File: src/rtl/mem_arb_pkg.sv
// Shared definitions for the memory-port arbiter: FSM state encoding,
// port index constants and the wait-counter width.
package mem_arb_pkg;

    localparam logic [1:0] IDLE   = 2'b00;
    localparam logic [1:0] ACCESS = 2'b01;
    localparam logic [1:0] DONE   = 2'b10;

    localparam logic PORT_CPU = 1'b0;
    localparam logic PORT_EXT = 1'b1;

    // WAIT is limited to 1..15, so WAIT-1 always fits in four bits
    localparam int CNT_W = 4;

    typedef enum logic [1:0] {
        S_IDLE   = IDLE,
        S_ACCESS = ACCESS,
        S_DONE   = DONE
    } state_e;

endpackage

File: src/rtl/mem_port_arbiter_if.sv
// Bundle of the two requester ports and the memory-side bus.
// master: requesters and memory (environment); slave: the arbiter.
interface mem_port_arbiter_if #(
    parameter int AW = 16,
    parameter int DW = 16
);
    logic          req0;
    logic          req1;
    logic          we0;
    logic          we1;
    logic [AW-1:0] addr0;
    logic [AW-1:0] addr1;
    logic [DW-1:0] wdata0;
    logic [DW-1:0] wdata1;
    logic          ack0;
    logic          ack1;
    logic [DW-1:0] rdata0;
    logic [DW-1:0] rdata1;
    logic [AW-1:0] mem_addr;
    logic [DW-1:0] mem_wdata;
    logic          mem_rd;
    logic          mem_wr;
    logic [DW-1:0] mem_rdata;
    logic          busy;
    logic          gnt;

    modport master (
        output req0, req1, we0, we1, addr0, addr1, wdata0, wdata1, mem_rdata,
        input  ack0, ack1, rdata0, rdata1, mem_addr, mem_wdata, mem_rd, mem_wr,
               busy, gnt
    );

    modport slave (
        input  req0, req1, we0, we1, addr0, addr1, wdata0, wdata1, mem_rdata,
        output ack0, ack1, rdata0, rdata1, mem_addr, mem_wdata, mem_rd, mem_wr,
               busy, gnt
    );
endinterface

File: src/rtl/arb_pick.sv
// Winner selection between the CPU port (0) and the external port (1).
// MEM_ARB_RR_EN defined: ties go to the port that was not granted last.
// MEM_ARB_RR_EN undefined: the CPU port always wins a tie.
module arb_pick
    import mem_arb_pkg::*;
(
    output logic win,
    input  logic req0,
    input  logic req1
`ifdef MEM_ARB_RR_EN
    ,
    input  logic last
`endif
);

    // Sole requester always wins; a tie is resolved by the configured policy
    always_comb begin
        win = PORT_CPU;
        if (req0 && req1) begin
`ifdef MEM_ARB_RR_EN
            win = ~last;
`else
            win = PORT_CPU;
`endif
        end else if (req1) begin
            win = PORT_EXT;
        end else begin
            win = PORT_CPU;
        end
    end

endmodule

File: src/rtl/mem_port_arbiter.sv
// Multicycle arbiter for the shared instruction/data memory. Latches one
// request, holds the memory strobes for WAIT cycles, returns registered read
// data per port and pulses that port's ack for one cycle.
// Optional feature: MEM_ARB_RR_EN selects round-robin tie breaking.
module mem_port_arbiter
    import mem_arb_pkg::*;
#(
    parameter int          AW   = 16,
    parameter int          DW   = 16,
    parameter int unsigned WAIT = 2
) (
    input  logic               clk,
    input  logic               rst,
    mem_port_arbiter_if.slave  bus
);

    localparam logic [CNT_W-1:0] CNT_INIT = CNT_W'(WAIT - 1);

    state_e           state_q, state_d;
    logic [CNT_W-1:0] cnt_q, cnt_d;
    logic             we_q, we_d;
    logic [AW-1:0]    addr_q, addr_d;
    logic [DW-1:0]    wdata_q, wdata_d;
    logic             gnt_q, gnt_d;
    logic [DW-1:0]    rdata0_q, rdata0_d;
    logic [DW-1:0]    rdata1_q, rdata1_d;
    logic             ack0_q, ack0_d;
    logic             ack1_q, ack1_d;
    logic             mem_rd_q, mem_rd_d;
    logic             mem_wr_q, mem_wr_d;
    logic             win_s;
`ifdef MEM_ARB_RR_EN
    logic             last_q, last_d;
`endif

    arb_pick u_pick (
        .win  (win_s),
        .req0 (bus.req0),
        .req1 (bus.req1)
`ifdef MEM_ARB_RR_EN
        ,
        .last (last_q)
`endif
    );

    // Next-state, request latching, strobe and ack generation
    always_comb begin
        state_d  = state_q;
        cnt_d    = cnt_q;
        we_d     = we_q;
        addr_d   = addr_q;
        wdata_d  = wdata_q;
        gnt_d    = gnt_q;
        rdata0_d = rdata0_q;
        rdata1_d = rdata1_q;
        ack0_d   = 1'b0;
        ack1_d   = 1'b0;
        mem_rd_d = 1'b0;
        mem_wr_d = 1'b0;
`ifdef MEM_ARB_RR_EN
        last_d   = last_q;
`endif
        case (state_q)
            S_IDLE: begin
                if (bus.req0 || bus.req1) begin
                    if (win_s == PORT_EXT) begin
                        we_d    = bus.we1;
                        addr_d  = bus.addr1;
                        wdata_d = bus.wdata1;
                    end else begin
                        we_d    = bus.we0;
                        addr_d  = bus.addr0;
                        wdata_d = bus.wdata0;
                    end
                    gnt_d    = win_s;
                    cnt_d    = CNT_INIT;
                    mem_rd_d = ~we_d;
                    mem_wr_d = we_d;
`ifdef MEM_ARB_RR_EN
                    last_d   = win_s;
`endif
                    state_d  = S_ACCESS;
                end else begin
                    state_d = S_IDLE;
                end
            end
            S_ACCESS: begin
                if (cnt_q != {CNT_W{1'b0}}) begin
                    // strobes stay up through the last wait cycle
                    cnt_d    = cnt_q - {{(CNT_W-1){1'b0}}, 1'b1};
                    mem_rd_d = ~we_q;
                    mem_wr_d = we_q;
                end else begin
                    if (!we_q) begin
                        if (gnt_q == PORT_EXT) begin
                            rdata1_d = bus.mem_rdata;
                        end else begin
                            rdata0_d = bus.mem_rdata;
                        end
                    end else begin
                        rdata0_d = rdata0_q;
                    end
                    ack0_d  = (gnt_q == PORT_CPU);
                    ack1_d  = (gnt_q == PORT_EXT);
                    state_d = S_DONE;
                end
            end
            S_DONE: begin
                state_d = S_IDLE;
            end
            default: begin
                state_d = S_IDLE;
            end
        endcase
    end

    // State and output registers; reset clears strobes and acks immediately
    always_ff @(posedge clk or negedge rst) begin
        if (!rst) begin
            state_q  <= S_IDLE;
            cnt_q    <= {CNT_W{1'b0}};
            we_q     <= 1'b0;
            addr_q   <= {AW{1'b0}};
            wdata_q  <= {DW{1'b0}};
            gnt_q    <= 1'b0;
            rdata0_q <= {DW{1'b0}};
            rdata1_q <= {DW{1'b0}};
            ack0_q   <= 1'b0;
            ack1_q   <= 1'b0;
            mem_rd_q <= 1'b0;
            mem_wr_q <= 1'b0;
`ifdef MEM_ARB_RR_EN
            last_q   <= 1'b1;
`endif
        end else begin
            state_q  <= state_d;
            cnt_q    <= cnt_d;
            we_q     <= we_d;
            addr_q   <= addr_d;
            wdata_q  <= wdata_d;
            gnt_q    <= gnt_d;
            rdata0_q <= rdata0_d;
            rdata1_q <= rdata1_d;
            ack0_q   <= ack0_d;
            ack1_q   <= ack1_d;
            mem_rd_q <= mem_rd_d;
            mem_wr_q <= mem_wr_d;
`ifdef MEM_ARB_RR_EN
            last_q   <= last_d;
`endif
        end
    end

    assign bus.ack0      = ack0_q;
    assign bus.ack1      = ack1_q;
    assign bus.rdata0    = rdata0_q;
    assign bus.rdata1    = rdata1_q;
    assign bus.mem_addr  = addr_q;
    assign bus.mem_wdata = wdata_q;
    assign bus.mem_rd    = mem_rd_q;
    assign bus.mem_wr    = mem_wr_q;
    assign bus.busy      = (state_q != S_IDLE);
    assign bus.gnt       = gnt_q;

endmodule

File: src/flat_wrapper.sv
// flat-port wrapper written by rule: the top's interface ports become plain ports
module mem_port_arbiter_flat import mem_arb_pkg::*;
#(
    parameter int          AW   = 16,
    parameter int          DW   = 16,
    parameter int unsigned WAIT = 2
)
  (clk, rst, bus_req0, bus_req1, bus_we0, bus_we1, bus_addr0, bus_addr1, bus_wdata0, bus_wdata1, bus_mem_rdata, bus_ack0, bus_ack1, bus_rdata0, bus_rdata1, bus_mem_addr, bus_mem_wdata, bus_mem_rd, bus_mem_wr, bus_busy, bus_gnt);
  mem_port_arbiter_if #(.AW(AW), .DW(DW)) bus_i ();
  input  logic clk;
  input  logic rst;
  input wire logic [$bits(bus_i.req0)-1:0] bus_req0;
  input wire logic [$bits(bus_i.req1)-1:0] bus_req1;
  input wire logic [$bits(bus_i.we0)-1:0] bus_we0;
  input wire logic [$bits(bus_i.we1)-1:0] bus_we1;
  input wire logic [$bits(bus_i.addr0)-1:0] bus_addr0;
  input wire logic [$bits(bus_i.addr1)-1:0] bus_addr1;
  input wire logic [$bits(bus_i.wdata0)-1:0] bus_wdata0;
  input wire logic [$bits(bus_i.wdata1)-1:0] bus_wdata1;
  input wire logic [$bits(bus_i.mem_rdata)-1:0] bus_mem_rdata;
  output wire logic [$bits(bus_i.ack0)-1:0] bus_ack0;
  output wire logic [$bits(bus_i.ack1)-1:0] bus_ack1;
  output wire logic [$bits(bus_i.rdata0)-1:0] bus_rdata0;
  output wire logic [$bits(bus_i.rdata1)-1:0] bus_rdata1;
  output wire logic [$bits(bus_i.mem_addr)-1:0] bus_mem_addr;
  output wire logic [$bits(bus_i.mem_wdata)-1:0] bus_mem_wdata;
  output wire logic [$bits(bus_i.mem_rd)-1:0] bus_mem_rd;
  output wire logic [$bits(bus_i.mem_wr)-1:0] bus_mem_wr;
  output wire logic [$bits(bus_i.busy)-1:0] bus_busy;
  output wire logic [$bits(bus_i.gnt)-1:0] bus_gnt;
  assign bus_i.req0 = bus_req0;
  assign bus_i.req1 = bus_req1;
  assign bus_i.we0 = bus_we0;
  assign bus_i.we1 = bus_we1;
  assign bus_i.addr0 = bus_addr0;
  assign bus_i.addr1 = bus_addr1;
  assign bus_i.wdata0 = bus_wdata0;
  assign bus_i.wdata1 = bus_wdata1;
  assign bus_i.mem_rdata = bus_mem_rdata;
  assign bus_ack0 = bus_i.ack0;
  assign bus_ack1 = bus_i.ack1;
  assign bus_rdata0 = bus_i.rdata0;
  assign bus_rdata1 = bus_i.rdata1;
  assign bus_mem_addr = bus_i.mem_addr;
  assign bus_mem_wdata = bus_i.mem_wdata;
  assign bus_mem_rd = bus_i.mem_rd;
  assign bus_mem_wr = bus_i.mem_wr;
  assign bus_busy = bus_i.busy;
  assign bus_gnt = bus_i.gnt;
  mem_port_arbiter #(.AW(AW), .DW(DW), .WAIT(WAIT)) u_core (.clk(clk), .rst(rst), .bus(bus_i));
endmodule
File: config.mk
export PLATFORM = sky130hd
export DESIGN_NAME = mem_port_arbiter_flat
export DESIGN_NICKNAME = d
export VERILOG_FILES = /design/src/rtl/mem_arb_pkg.sv /design/src/rtl/mem_port_arbiter_if.sv /design/src/rtl/arb_pick.sv /design/src/rtl/mem_port_arbiter.sv /design/src/flat_wrapper.sv
export SDC_FILE = /design/constraint.sdc
export NUM_CORES = 1
export LEC_CHECK = 0
export ABC_AREA = 1
export CORE_UTILIZATION = 45
export CTS_BUF_LIST = sky130_fd_sc_hd__clkbuf_4
export DETAILED_ROUTE_END_ITERATION = 7
export PLACE_DENSITY_LB_ADDON = 0.25
export SYNTH_ARGS = -nofsm -noshare
export SYNTH_HDL_FRONTEND = slang
export SYNTH_HIERARCHICAL = 1
export SYNTH_SLANG_ARGS = --single-unit
File: constraint.sdc
create_clock -name clk -period 2.19 [get_ports clk]
set_clock_uncertainty 0.05 [all_clocks]
set_input_delay 0.219 -clock clk [delete_from_list [all_inputs] [get_ports clk]]
set_output_delay 0.219 -clock clk [all_outputs]
set_load 0.005 [all_outputs]
**After elaboration in Yosys (flattened, before gate mapping)**

Index checks and enable logic that the tools add are counted.

- Register bits after elaboration: 76
- Bits of input ports: 86
- Output and inout bits: 70
- Logic and storage cells: 54

- $add $sub $neg: 1
- Equality and inequality tests: 4
- Mux-type cells: 23
- Bitwise operators: 4
- Reduce and logical (&&, ||, !) cells: 10

Operators with widths:

| operator | count |
|---|---|
| $mux W16 | 2 |
| $mux W1 | 14 |
| $mux W4 | 2 |
| $pmux W4 S2 | 1 |
| $reduce_and A4 Y1 | 2 |
| $ne A2 B1 Y1 const B | 2 |
| $not A1 Y1 | 4 |
| $pmux W1 S2 | 2 |
| $pmux W2 S2 | 1 |
| $reduce_bool A2 Y1 | 2 |
| $reduce_bool A4 Y1 | 1 |
| $sub A4 B1 Y4 const B | 1 |
| $reduce_and A3 Y1 | 1 |
| $eq A2 B1 Y1 const B | 1 |
| $logic_not A2 Y1 | 1 |
| $mux W2 | 1 |
| $ne A2 B2 Y1 const B | 1 |
| $reduce_and A2 Y1 | 1 |
| $logic_and A1 B1 Y1 | 1 |
| $logic_or A1 B1 Y1 | 1 |

**Longest topological paths before layout**

Gate-level depths: netlist of run 1.

- Depth after elaboration: 8
- Gate-level depth with buffers: 8
- Mapped depth without buffers: 7

**By module**

The synthesis of run 1 kept the hierarchy.

Modules (own cells, without submodules):

| module | times used | cells each | area each (µm²) | sequential area each (µm²) |
|---|---|---|---|---|
| mem_port_arbiter | 1 | 373 | 3,244.4 | 1,901.8 |
| arb_pick | 1 | 2 | 10.0 | 0.0 |

**Least setup slack after synthesis of run 1**

Ideal clock, no wire load.

- Kind: register to register
- From: reg u_core.cnt_q[0]
- To: reg u_core.rdata0_q[0] (netlist: u_core/bus.rdata0[0])
- Setup time: 116 ps
- Arrival time: 1,271 ps
- Required time: 2,024 ps
- Setup slack: 752 ps
- Cell stages (with the launch flop): 9
- Buffers on the path: 1
- Clock period less this slack: 1,438 ps
- Cell sequence: dfrtp_1 > inv_1 > ha_1 > nand2_2 > nor2_4 > nand3_2 > buf_2 > nand2_1 > nand2_1

- Cells in the longest elaborated chain, start to end: 3

RTL lines:

| item | line | source |
|---|---|---|
| start, declared | mem_port_arbiter.sv:20 | `logic [CNT_W-1:0] cnt_q, cnt_d;` |
| start signal, assigned | mem_port_arbiter.sv:121 | `cnt_q <= {CNT_W{1'b0}};` |
| start signal, assigned | mem_port_arbiter.sv:137 | `cnt_q <= cnt_d;` |
| $reduce_bool A4 Y1 | mem_port_arbiter.sv:88 | `if (cnt_q != {CNT_W{1'b0}}) begin` |
| $not A1 Y1 (no line) | - |  |
| $reduce_and A4 Y1 (no line) | - |  |
| end signal, assigned | mem_port_arbiter.sv:126 | `rdata0_q <= {DW{1'b0}};` |
| end signal, assigned | mem_port_arbiter.sv:142 | `rdata0_q <= rdata0_d;` |
| end, declared | mem_port_arbiter.sv:25 | `logic [DW-1:0] rdata0_q, rdata0_d;` |

Every way passes these cells.
A chain may end at the register's enable or synchronous reset.

**Worst setup path in the final report of run 1**

- From: reg u_core.state_q[0]
- To: out bus_busy

- Cells in the longest elaborated chain, start to end: 1

RTL lines:

| item | line | source |
|---|---|---|
| start, declared | mem_port_arbiter.sv:19 | `state_e state_q, state_d;` |
| start signal, assigned | mem_port_arbiter.sv:136 | `state_q <= state_d;` |
| $reduce_bool A2 Y1 | mem_port_arbiter.sv:162 | `assign bus.busy = (state_q != S_IDLE);` |
| end, declared | flat_wrapper.sv:29 | `output wire logic [$bits(bus_i.busy)-1:0] bus_busy;` |

Every way passes these cells.

==> flow_metrics.env, run 1 <==
export IMPL_post_route_period_util_pct=83.1
export IMPL_synth_area_top_cells="dfrtp_1, nand2_1, a31oi_1"
export IMPL_final_cells=631
export IMPL_fmax_mhz=550
export IMPL_cp_top_family="buffers and inverters"
export IMPL_worstSkewPairLatency_ns=0.41
export IMPL_clockBufferDepth=2
export IMPL_timing_slew_headroom_pct=37.4
export IMPL_chipWidth_um=87.0
export IMPL_synth_area_sq_um=3250
export IMPL_start_util_pct=47.1
export IMPL_synth_edff_count=0
export IMPL_ys_seq_area_share_pct=58.4
export IMPL_drive_above_1_share_pct=7.48
export IMPL_min_period_ns=1.82
export IMPL_clk_pin_slew_worst_paths_ns=0.14
export IMPL_synth_seq_cells=76
export IMPL_status="finished clean"
export IMPL_diodes=0
export IMPL_drv_cap=0
export IMPL_dr_wl_met2_um=4230
export IMPL_highest_layer="met4"
export IMPL_rsz0062_at_grt="false"
export IMPL_crit_cells=3
export IMPL_yosysTopAreaCellShare_pct=58.4
export IMPL_final_common_cell="nand2_1"
export IMPL_hold_viol=0
export IMPL_path_class="reg -> out"
export IMPL_p_leak_nw=2.27
export IMPL_p_per_area_nw_per_um2=1290
export IMPL_grt_pass1_vias=3067
export IMPL_route_vias_total=3116
export IMPL_crit_path_max_incr_delay_ns=0.53
export IMPL_htreeDepth=3
export IMPL_syn_nets=463
export IMPL_ys_flop_type="dfrtp_1"
export IMPL_worst_pin_slew_ns=0.940
export IMPL_clock_root_buffer="clkbuf_4"
export IMPL_row_count=30
export IMPL_ys_types=26
export IMPL_finalSetupViolations=0
export IMPL_post_cts_buffers=0
export IMPL_fin_area_sq_um=5070
export IMPL_worstPathArrival_ns=1.55
export IMPL_reg2regPathDepth=7
export IMPL_grt_use_total_pct=24.7
export IMPL_yosysWarnings=6
export IMPL_die_area_sq_um=7580
export IMPL_mostFrequentLayoutCells="nand2_1, clkdlybuf4s50_1, dfrtp_1"
export IMPL_ir_worst_vdd_v=0.000582
export IMPL_wl_met3_um=730
export IMPL_routabilityCongestion=0.841
export IMPL_core_sq_um=6910
export IMPL_synth_largest_area_cell="dfrtp_1"
export IMPL_swShare_pct=34.7
export IMPL_p_int_w=0.00428
export IMPL_drt_total_wl_um=8680
export IMPL_dp_cells=614
export IMPL_drt_vias_per_instance=4.94
export IMPL_cts_sinks=76
export IMPL_area_growth_pct=55.8
export IMPL_endpoint_kind="output pin"
export IMPL_finalSetupTns_ns=0
export IMPL_cp_max_fo=3
export IMPL_wl_met1_um=3520
export IMPL_crit_chain="inv_1, nand2_1, clkdlybuf4s50_1"
export IMPL_switchingPower_w=0.00228
export IMPL_drc=0
export IMPL_placed_area_sq_um=4890
export IMPL_grt_pass1_wl_um=14300
export IMPL_cts_made_buffers=9
export IMPL_hold_class="in -> reg"
export IMPL_grt_start_max_net_pins=77
export IMPL_min_path_cells=3
export IMPL_drt_wirelength_per_cell_um=13.7
export IMPL_dr_first_iter_drc_count=167
export IMPL_syn_inst=375
export IMPL_avgSynthCellArea_sq_um=8.68
export IMPL_drtAntennaViolNets=0
export IMPL_antenna_found_initial=0
export IMPL_drtPass1Iterations=4
export IMPL_cp_data_required_time_ns=1.92
export IMPL_pin_count=156
export IMPL_path_buf_inv=2
export IMPL_sequentialPowerShare_pct=38.0
export IMPL_die_h_um=87.0
export IMPL_clockPowerShare_pct=15.0
export IMPL_pwr_share_comb_pct=47.0
export IMPL_maxSlewViolCount=0
export IMPL_grt_ovfl_total=0
export IMPL_async_reset_ff_share_pct=100
export IMPL_crit_path_start_kind="flop"
export IMPL_cts_tree="yes"
export IMPL_io_buffers=155
export IMPL_cpMaxStageDelayCell="clkdlybuf4s50_1"
export IMPL_fin_nets=618
export IMPL_dp_hpwl_um=6310
Yosys cell counts (3+ instances only):
library cell / count
nor2_1: 39
nand2_1: 168
nor2_2: 3
o21ai_0: 9
inv_1: 7
a31oi_1: 32
dfrtp_1: 76
clkbuf_1: 6
nand2_2: 3
buf_2: 9
through the flow:
stage | hold WS (ns) | utilization, % | power [W] | setup slack, ns
after CTS | 0.276 | 73.4 | 0.00661 | 0.349
final | 0.295 | 73.4 | 0.00656 | 0.370
after global routing | 0.290 | 73.4 | 0.00705 | 0.309
after global placement | 0.373 | 70.8 | 0.00551 | 0.584
after floorplan | -0.127 | - | 0.00381 | 0.752
after detailed placement | 0.379 | 70.8 | 0.00562 | 0.524
cell type report:
type | instances | area [sq um]
sequential | 76 | 1900
tap | 96 | 120
fill | 544 | 1840
clock inverter | 7 | 100
clock buffer | 9 | 67.6
multi-input combinational | 271 | 1220
inverter | 10 | 38.8
timing repair buffer | 162 | 1620
worst paths after layout:
kind	from	endpoint	slack [ns]
min	bus_addr0[13]	u_core/bus.mem_addr[13]	0.29
max	u_core/state_q[0]	bus_busy	0.37
max reg2reg	u_core/cnt_q[0]	u_core/bus.rdata0[0]	0.49
max in group asynchronous	rst	u_core/bus.mem_addr[3]	1.06
min reg2reg	u_core/bus.rdata0[11]	u_core/bus.rdata0[11]	0.44
min in group asynchronous	rst	u_core/bus.rdata1[2]	0.44
timing repair:
item                       CTS  global route
resized for setup            0             0
hold endpoints to repair    76             0
setup endpoints to repair    0             0
hold buffers                 1             0
worst min-delay path, cell delays in order:
cell             delay (ns)
clkdlybuf4s50_1        0.40
nand2_1                0.06
a31oi_1                0.07
sequential cells by signal, summed over array words and instances (netlist names):
name	flops
u_core/state_q	2
u_core/bus.mem_wr	1
u_core/bus.rdata0	16
u_core/bus.ack1	1
u_core/bus.rdata1	16
u_core/bus.gnt	1
u_core/bus.mem_addr	16
u_core/cnt_q	4
u_core/bus.mem_rd	1
u_core/bus.ack0	1
u_core/we_q	1
u_core/bus.mem_wdata	16
cell families after synthesis:
family / Yosys count / share of synthesized area (%)
AO/OA/AOI/OAI: 43 / 7.92
flip-flops: 76 / 58.4
buffers and inverters: 28 / 4.08
XOR/XNOR: 1 / 0.269
adder cells (fa/ha/maj): 2 / 0.769
AND/OR/NAND/NOR: 225 / 28.5
layer usage:
metal	vias to the layer above	GRT usage, %
met5	-	0
met4	0	10.9
met3	14	7.77
met2	131	39.7
met1	1460	30.6
li1	1511	-
power groups by stage:
stage	sequential [W]	combinational [W]	clock (W)
floorplan	0.00254	0.00128	0
global placement	0.00250	0.00300	0
detailed placement	0.00252	0.00309	0
CTS	0.00250	0.00311	0.00101
global route	0.00258	0.00342	0.00106
finish	0.00250	0.00308	0.000984
Note: power is estimated with default switching activity, not from simulation.
==> run 2: changes to the inputs <==
--- a/config.mk
+++ b/config.mk
@@ -6,7 +6,7 @@
 export NUM_CORES = 1
 export LEC_CHECK = 0
 export ABC_AREA = 1
-export CORE_UTILIZATION = 45
+export CORE_UTILIZATION = 42
 export CTS_BUF_LIST = sky130_fd_sc_hd__clkbuf_4
 export DETAILED_ROUTE_END_ITERATION = 7
 export PLACE_DENSITY_LB_ADDON = 0.25
==> constraint.sdc (replaced) <==
create_clock -name clk -period 1.7 [get_ports clk]
set_clock_uncertainty 0.05 [all_clocks]
set_input_delay 0.17 -clock clk [delete_from_list [all_inputs] [get_ports clk]]
set_output_delay 0.17 -clock clk [all_outputs]
set_load 0.005 [all_outputs]
==> run 2 against run 1 <==
Net effect:
- power rose by 29%
- die area rose by 7.0%
- wire length fell by 1.8%
- largest power group unchanged
- critical path type unchanged
- combinational power rose by 33%
==> flow_metrics.env, run 2 (synthesis results as in run 1) <==
export IMPL_grt_start_max_net_pins=48
export IMPL_sequentialPowerShare_pct=37.8
export IMPL_route_vias_total=3125
export IMPL_path_class="reg -> out"
export IMPL_p_leak_nw=2.31
export IMPL_crit_chain="clkdlybuf4s50_1"
export IMPL_swShare_pct=34.1
export IMPL_timing_slew_headroom_pct=67.2
export IMPL_cts_sinks=76
export IMPL_grt_ovfl_total=0
export IMPL_start_util_pct=44.2
export IMPL_core_sq_um=7370
export IMPL_finalSetupTns_ns=0
export IMPL_hold_viol=0
export IMPL_post_route_period_util_pct=94.8
export IMPL_antenna_found_initial=0
export IMPL_ir_worst_vdd_v=0.000699
export IMPL_area_growth_pct=58.0
export IMPL_worstPathArrival_ns=1.39
export IMPL_drtPass1Iterations=4
export IMPL_status="finished clean"
export IMPL_p_per_area_nw_per_um2=1650
export IMPL_p_int_w=0.00559
export IMPL_drt_wirelength_per_cell_um=13.3
export IMPL_row_count=31
export IMPL_clockPowerShare_pct=13.7
export IMPL_drc=0
export IMPL_pin_count=156
export IMPL_drt_vias_per_instance=4.89
export IMPL_chipWidth_um=90.0
export IMPL_drv_cap=0
export IMPL_dr_first_iter_drc_count=89
export IMPL_grt_pass1_vias=3138
export IMPL_worstSkewPairLatency_ns=0.40
export IMPL_fin_nets=623
export IMPL_final_common_cell="nand2_1"
export IMPL_pwr_share_comb_pct=48.5
export IMPL_min_period_ns=1.61
export IMPL_clock_root_buffer="clkbuf_4"
export IMPL_cp_max_fo=4
export IMPL_die_area_sq_um=8100
export IMPL_final_cells=639
export IMPL_cp_top_family="buffers and inverters"
export IMPL_drt_total_wl_um=8520
export IMPL_maxSlewViolCount=0
export IMPL_grt_pass1_wl_um=14300
export IMPL_routabilityCongestion=0.751
export IMPL_crit_path_max_incr_delay_ns=0.55
export IMPL_crit_path_start_kind="flop"
export IMPL_fin_area_sq_um=5140
export IMPL_htreeDepth=3
export IMPL_die_h_um=90.0
export IMPL_grt_use_total_pct=22.3
export IMPL_fmax_mhz=621
export IMPL_dp_cells=621
export IMPL_path_buf_inv=1
export IMPL_dp_hpwl_um=6260
export IMPL_hold_class="in -> async"
export IMPL_clk_pin_slew_worst_paths_ns=0.11
export IMPL_clockBufferDepth=2
export IMPL_cpMaxStageDelayCell="clkdlybuf4s50_1"
export IMPL_cts_made_buffers=9
export IMPL_diodes=0
export IMPL_cts_tree="yes"
export IMPL_switchingPower_w=0.00289
export IMPL_mostFrequentLayoutCells="nand2_1, clkdlybuf4s50_1, dfrtp_1"
export IMPL_rsz0062_at_grt="false"
export IMPL_endpoint_kind="output pin"
export IMPL_drive_above_1_share_pct=8.33
export IMPL_placed_area_sq_um=4960
export IMPL_design_power_total_w=0.00848
export IMPL_cp_data_required_time_ns=1.48
export IMPL_drtAntennaViolNets=0
export IMPL_worst_pin_slew_ns=0.492
export IMPL_io_buffers=155
export IMPL_finalSetupViolations=0
run 2: repair_timing:
action / in CTS / in global routing
setup buffers: 1 / 0
setup endpoints to repair: 1 / 17
gates resized for setup: 2 / 3
hold buffers: 1 / 0
endpoints found under the hold margin: 37 / 0
cloned: 0 / 0
run 2: worst paths after layout:
check	startpoint	endpoint	slack, ns	cells after the start
max reg2reg	u_core/cnt_q[0]	u_core/bus.rdata0[13]	0.16	8
max in group asynchronous	rst	u_core/bus.mem_addr[8]	0.80	3
min	rst	u_core/bus.rdata1[0]	0.22	2
min in group clk	bus_addr0[3]	u_core/bus.mem_addr[3]	0.27	3
max	u_core/bus.gnt	bus_gnt	0.09	1
min reg2reg	u_core/bus.rdata1[9]	u_core/bus.rdata1[9]	0.44	2
run 2: final cells by class:
class | instances | area [sq um]
clock buffer | 9 | 67.6
multi-input combinational | 271 | 1240
inverter | 10 | 38.8
clock inverter | 7 | 81.3
fill | 599 | 2230
sequential | 76 | 1900
timing repair buffer | 167 | 1690
tap | 99 | 124
run 2: metrics by stage:
stage          utilization [%]  setup WS, ns  hold slack, ns
2_1_floorplan                -         0.262          -0.176
3_3_place_gp              67.4         0.122           0.122
3_5_place_dp              67.4        0.0669           0.124
4_1_cts                   69.6        0.0382           0.223
5_1_grt                   69.8        0.0104           0.243
6_report                  69.8        0.0886           0.223
run 2: power by group through the flow:
stage	clock [W]	combinational [W]	sequential (W)
final	0.00116	0.00411	0.00320
after global routing	0.00128	0.00450	0.00333
after CTS	0.00120	0.00413	0.00321
after detailed placement	0	0.00409	0.00324
after global placement	0	0.00398	0.00320
after floorplan	0	0.00164	0.00327
run 2: metal layers:
layer / part of all wire (%) / vias up / GRT usage (%)
met2: 47 / 129 / 36.0
li1: - / 1520 / -
met5: 0 / - / 0
met4: 1.7 / 0 / 8.33
met1: 42 / 1462 / 27.6
met3: 9.2 / 14 / 7.53
